## src/rtl/reg_skid_hs.sv

```systemverilog
// reg_skid_hs: elastic valid/ready pipeline stage with a one-entry skid buffer.
//
// Purpose:
//   Decouples an upstream producer from downstream backpressure. The stage
//   holds up to two words: the main register drives the output and the skid
//   register catches the word that was already in flight when the consumer
//   stalled. in_ready comes straight from a flop (~skid_v), so there is no
//   combinational path from out_ready to in_ready. While the consumer accepts,
//   the stage streams one word per cycle with one cycle of latency.
//
// Ports:
//   clk        clock, all state changes on the rising edge
//   arst_n     synchronous active-low reset, highest priority
//   flush      synchronous clear of buffered words (data registers keep values)
//   in_valid   upstream word present on in_data
//   in_data    upstream payload [DATA_W-1:0]
//   in_ready   stage can accept a word this cycle
//   out_valid  out_data holds a valid word
//   out_data   payload toward downstream [DATA_W-1:0]
//   out_ready  downstream accepts out_data this cycle
//   count      occupancy 0, 1 or 2
module reg_skid_hs #(
  parameter int                 DATA_W     = 20,
  parameter logic [DATA_W-1:0]  PRESET_VAL = {DATA_W{1'b0}}
) (
  input  logic              clk,
  input  logic              arst_n,
  input  logic              flush,
  input  logic              in_valid,
  input  logic [DATA_W-1:0] in_data,
  output logic              in_ready,
  output logic              out_valid,
  output logic [DATA_W-1:0] out_data,
  input  logic              out_ready,
  output logic [1:0]        count
);

  // Occupancy encoding {skid_v, main_v}; 2'b10 cannot be reached.
  localparam logic [1:0] ST_EMPTY = 2'b00;
  localparam logic [1:0] ST_ONE   = 2'b01;
  localparam logic [1:0] ST_FULL  = 2'b11;

  logic [DATA_W-1:0] main_q;
  logic [DATA_W-1:0] skid_q;
  logic              main_v;
  logic              skid_v;

  logic              in_fire_s;
  logic              out_fire_s;

  // Handshake qualifiers, built only from flop outputs and the inputs.
  always_comb begin
    in_fire_s  = in_valid & ~skid_v;
    out_fire_s = main_v & out_ready;
  end

  // Occupancy and data register updates.
  always_ff @(posedge clk) begin
    if (!arst_n) begin
      main_v <= 1'b0;
      skid_v <= 1'b0;
      main_q <= PRESET_VAL;
      skid_q <= PRESET_VAL;
    end else if (flush) begin
      // Drop buffered words; data registers intentionally keep their contents.
      main_v <= 1'b0;
      skid_v <= 1'b0;
    end else begin
      case ({skid_v, main_v})
        ST_EMPTY: begin
          if (in_fire_s) begin
            main_q <= in_data;
            main_v <= 1'b1;
          end
        end
        ST_ONE: begin
          if (in_fire_s && out_fire_s) begin
            main_q <= in_data;
          end else if (in_fire_s) begin
            // Consumer stalled with a word in flight: park it in the skid slot.
            skid_q <= in_data;
            skid_v <= 1'b1;
          end else if (out_fire_s) begin
            main_v <= 1'b0;
          end
        end
        ST_FULL: begin
          if (out_fire_s) begin
            main_q <= skid_q;
            skid_v <= 1'b0;
          end
        end
        default: begin
          // Unreachable encoding: fall back to an empty stage.
          main_v <= 1'b0;
          skid_v <= 1'b0;
        end
      endcase
    end
  end

  // Outputs are taken directly from the flops.
  always_comb begin
    out_data  = main_q;
    out_valid = main_v;
    in_ready  = ~skid_v;
    count     = {1'b0, main_v} + {1'b0, skid_v};
  end

endmodule

```

## config.mk

```make
export PLATFORM = sky130hd
export DESIGN_NAME = reg_skid_hs
export DESIGN_NICKNAME = d
export VERILOG_FILES = /design/src/rtl/reg_skid_hs.sv
export SDC_FILE = /design/constraint.sdc
export NUM_CORES = 1
export LEC_CHECK = 0
export ABC_AREA = 1
export BUFFER_PORTS_ARGS = -buffer_cell sky130_fd_sc_hd__clkbuf_2
export CORE_MARGIN = 3
export CORE_UTILIZATION = 45
export DETAILED_ROUTE_END_ITERATION = 10
export PLACE_DENSITY = 0.69
export SYNTH_ARGS = -nofsm -noshare
export SYNTH_HDL_FRONTEND = slang
export SYNTH_SLANG_ARGS = --single-unit
export TNS_END_PERCENT = 1
```

## constraint.sdc

```tcl
create_clock -name clk -period 2 [get_ports clk]
set_clock_uncertainty 0.05 [all_clocks]
set_input_delay 0.1 -clock clk [delete_from_list [all_inputs] [get_ports clk]]
set_output_delay 0.1 -clock clk [all_outputs]
set_load 0.1 [all_outputs]
```

# After elaboration in Yosys (flattened, before gate mapping)
# Cells that the tools add are included.
[word_totals]
elab_cells = 41
register_bits = 42
[op_classes]
muxes = 11
n_reduce_logical = 8
n_bitwise = 8
n_addsub = 1
n_eq_ne = 9
[op_table]
columns = ["op", "n"]
rows = [
  ["$mux 20", 3],
  ["$pmux 20 s3", 1],
  ["$ne 2x2->1 const B", 7],
  ["$reduce_and 5->1", 2],
  ["$reduce_and 4->1", 2],
  ["$not 1->1", 6],
  ["$pmux 1 s3", 2],
  ["$mux 1", 5],
  ["$reduce_bool 3->1", 1],
  ["$add 1x1->2", 1],
  ["$and 1x1->1", 2],
  ["$eq 2x1->1 const B", 1],
  ["$eq 2x2->1 const B", 1],
  ["$logic_not 2->1", 1],
  ["$reduce_or 2->1", 1],
  ["$logic_and 1x1->1", 1],
]

# Depth between registers and ports, before layout
[depth]
word_depth = 5
ltp_mapped = 9
ltp_nobuf = 8

# Worst setup path after synthesis
# No wires, ideal clock.
[synth_timing]
path_type = "reg-to-reg"
from = "reg main_v, in the netlist out_valid"
to = "reg main_q[19], in the netlist out_data[19]"
t_required_ps = 1833
setup_ps = 117
path_slack_ps = -830
stages_incl_launch_ff = 8
arrival_time_ps = 2664
cell_sequence = "dfxtp_1 -> ha_1 -> inv_2 -> clkbuf_1 -> a21boi_0 -> nand3_1 -> nand2_1 -> nor2_1"
[synth_between]
elab_chain_cells = 4
word_cells_on_any_way = 11
[synth_lines]
columns = ["item", "line_no", "source"]
rows = [
  ["from (decl)", "45", "logic main_v;"],
  ["from (signal assigned)", "60", "main_v <= 1'b0;"],
  ["from (signal assigned)", "66", "main_v <= 1'b0;"],
  ["from (signal assigned)", "73", "main_v <= 1'b1;"],
  ["$and 1x1->1", "54", "out_fire_s = main_v & out_ready;"],
  ["$logic_and 1x1->1", "77", "if (in_fire_s && out_fire_s) begin"],
  ["$ne 2x2->1 (no line)", "n/a", ""],
  ["$reduce_and 5->1 (no line)", "n/a", ""],
  ["to (signal assigned)", "72", "main_q <= in_data;"],
  ["to (signal assigned)", "78", "main_q <= in_data;"],
  ["to (signal assigned)", "89", "main_q <= skid_q;"],
  ["to (decl)", "43", "logic [DATA_W-1:0] main_q;"],
]
# Parallel ways exist; a longest one is shown, timed or not.
# A chain may end at the register's enable or synchronous reset.

# Final worst setup path
[layout_timing]
from = "reg skid_v"
to = "out count[0]"
[layout_between]
elab_chain_cells = 1
[layout_lines]
columns = ["item", "line_no", "source"]
rows = [
  ["from (decl)", "46", "logic skid_v;"],
  ["from (signal assigned)", "61", "skid_v <= 1'b0;"],
  ["from (signal assigned)", "67", "skid_v <= 1'b0;"],
  ["from (signal assigned)", "82", "skid_v <= 1'b1;"],
  ["$add 1x1->2", "107", "count = {1'b0, main_v} + {1'b0, skid_v};"],
  ["to (decl)", "35", "output logic [1:0] count"],
]
# Every way passes these cells.

==> results.sh <==
export IMPL_yosysTopAreaCellShare_pct=42.2
export IMPL_grt_pass1_vias=1690
export IMPL_vias=1837
export IMPL_dr_pass1_iters=4
export IMPL_grt_max_degree=29
export IMPL_hold_end="skid_q[18]"
export IMPL_wire_per_inst_um=11.9
export IMPL_insertion_delay_ns=0.28
export IMPL_synth_seq_area_share_pct=42.2
export IMPL_hold_path_class="primary input to flop"
export IMPL_synth_area_sq_um=1990
export IMPL_drt_iter0_drc=122
export IMPL_portBuffers=48
export IMPL_path_buf_inv=2
export IMPL_layout_drive_gt1_share_pct=22.9
export IMPL_final_cell_mix="88 x nor2_1, 48 x clkbuf_2, 44 x nand2_1, 41 x dfxtp_1, 24 x nand3_1"
export IMPL_dp_hpwl_um=3180
export IMPL_gp_congestion=0.779
export IMPL_cts_clk_slew_worst_paths_ns=0.08
export IMPL_fin_crit_ns=1.70
export IMPL_p_leak_nw=1.05
export IMPL_num_rows=23
export IMPL_antenna_found_initial=0
export IMPL_die_area_sq_um=5270
export IMPL_ys_types=19
export IMPL_synthTopCellsByArea="dfxtp_1 42%, nor2_1 17%, nand2_1 8.3%"
export IMPL_cp_data_required_time_ns=1.85
export IMPL_finalHoldViolations=0
export IMPL_holdPathStages=3
export IMPL_placed_area_sq_um=2220
export IMPL_arrival_ns=1.55
export IMPL_cp_max_fo=7
export IMPL_start_kind="flop"
export IMPL_cts_resized_gates=0
export IMPL_setup_viol=0
export IMPL_final_area_sq_um=2310
export IMPL_maxSlewViolCount=0
export IMPL_worst_slew_pin_slew_ns=0.547
export IMPL_yosysTopAreaCell="dfxtp_1"
export IMPL_track_usage_pct=18.2
export IMPL_hold_worst_slack_ns=0.0167
export IMPL_crit_chain="inv_2, ha_1, clkbuf_2"
export IMPL_stdcell_count=373
export IMPL_rr_endpoint="out_data[8]"
export IMPL_drc=0
export IMPL_diodes=0
export IMPL_die_y_um=72.6
export IMPL_setup_ws_ns=0.304
export IMPL_crit_type="flop to output port"
export IMPL_ys_ff_latch=42
export IMPL_synth_area_per_cell_sq_um=7.12
export IMPL_drt_wl_total_um=4440
export IMPL_die_w_um=72.6
export IMPL_grt_ovfl_total=0
export IMPL_rrSetupSlack_ns=0.33
export IMPL_r2r_cells=7
export IMPL_critPathTopFamily="buffers and inverters"
export IMPL_vias_per_cell=4.92
export IMPL_reg2reg_from="out_valid"
export IMPL_fillers=427
export IMPL_place_inst=365
export IMPL_clock_fmax_mhz=589
export IMPL_synth_nets=309
export IMPL_place_worst_setup_slack_ns=0.327
export IMPL_syn_inst=280
export IMPL_clock_sinks=42
export IMPL_nets=351
export IMPL_tritoncts="yes"
export IMPL_setup_tns_ns=0
export IMPL_outcome="completed"
export IMPL_cp_slowest_stage_delay_ns=0.45
export IMPL_syn2layout_area_growth_pct=15.9
export IMPL_ir_drop_v=0.000476
export IMPL_ant_nets=0
export IMPL_cp_end_kind="output port"
export IMPL_critPathSlowestCell="clkbuf_2"
export IMPL_grt_pass1_wl_um=7710
export IMPL_core_region_area_sq_um=4140
export IMPL_clock_path_buffers=2
export IMPL_powerDensity_nw_per_um2=880
export IMPL_power_mw=2.03
export IMPL_fin_util_pct=55.8
export IMPL_yosys_warnings=0
export IMPL_fin_crit_sh_pct=84.8
export IMPL_ios=49
export IMPL_post_cts_buffers=0
export IMPL_numCtsBuffers=5
export IMPL_clock_root_buffer="clkbuf_8"
export IMPL_htreeDepth=2
export IMPL_relSlewSlack_pct=63.7
export IMPL_hold_buffers=0
export IMPL_maxCapViolCount=0
export IMPL_hp_start="in_data[18]"
export IMPL_layout_commonest_cell="nor2_1"
export IMPL_start_util_pct=48.1
export IMPL_rsz0062_at_grt="no"
## report_power, final
part	switching (mW)	internal, mW
Combinational	0.454	0.115
Sequential	0.0274	0.887
Clock	0.270	0.278
## worst max path at each step
stage,startpoint,endpoint,slack (ns),depth (start not counted)
5_1_grt,out_valid,out_data[15],0.09,7
3_5_place_dp,out_valid,out_data[8],0.33,7
2_1_floorplan,out_valid,out_data[19],0.1,7
3_3_place_gp,out_valid,out_data[17],0.35,7
6_report,skid_v,count[0],0.30,3
4_1_cts,skid_v,count[0],0.31,3
## state kept, by name (all words and copies together), names as in the netlist
register	cells
skid_v	1
out_valid	1
skid_q	20
out_data	20
## cell families after synthesis
group | after synthesis | share of synthesized area (%)
buf+inv | 26 | 7.97
flops | 42 | 42.2
simple gates | 164 | 33.8
fa+ha+maj | 4 | 2.51
compound gates | 44 | 13.6
## synthesized netlist by cell type
| cell type | count |
|---|---|
| o21ai_1 | 21 |
| buf_4 | 2 |
| a21boi_0 | 20 |
| nand2_2 | 4 |
| o21ai_0 | 1 |
| ha_1 | 4 |
| inv_2 | 4 |
| a21oi_1 | 2 |
| nor2_2 | 2 |
| buf_2 | 7 |
| nand3_2 | 1 |
| nor2_1 | 88 |
| nand3_1 | 24 |
| inv_1 | 4 |
| buf_6 | 6 |
| dfxtp_1 | 42 |
| nor2_4 | 1 |
| nand2_1 | 44 |
| clkbuf_1 | 3 |
## metal layers
metal / global-route usage, % / vias up / wire length (um)
met3: 3.86 / 2 / 267
met5: 0 / - / 0
met4: 6.15 / 0 / 24
met2: 28.1 / 54 / 1950
li1: - / 977 / -
met1: 25.2 / 804 / 2200
## worst reg2reg max path: stages, from the launching register on
cell     delay (ns)
dfxtp_2        0.41
inv_1          0.08
ha_1           0.20
nor2_1         0.16
nand3_2        0.12
nor2_4         0.38
nor2_1         0.08
nor2_1         0.12
## area by class of cell
type	instances	area, sq um	share of cell area (%)
well taps	50	62.6	2.71
repair buffers	53	278	12.0
clock inverters	1	5.00	0.217
clock buffers	7	86.3	3.74
inverters	8	30.0	1.30
multi-input cells	212	1010	43.6
flip-flops and latches	42	842	36.4
Note: power is estimated with default switching activity, not from simulation.
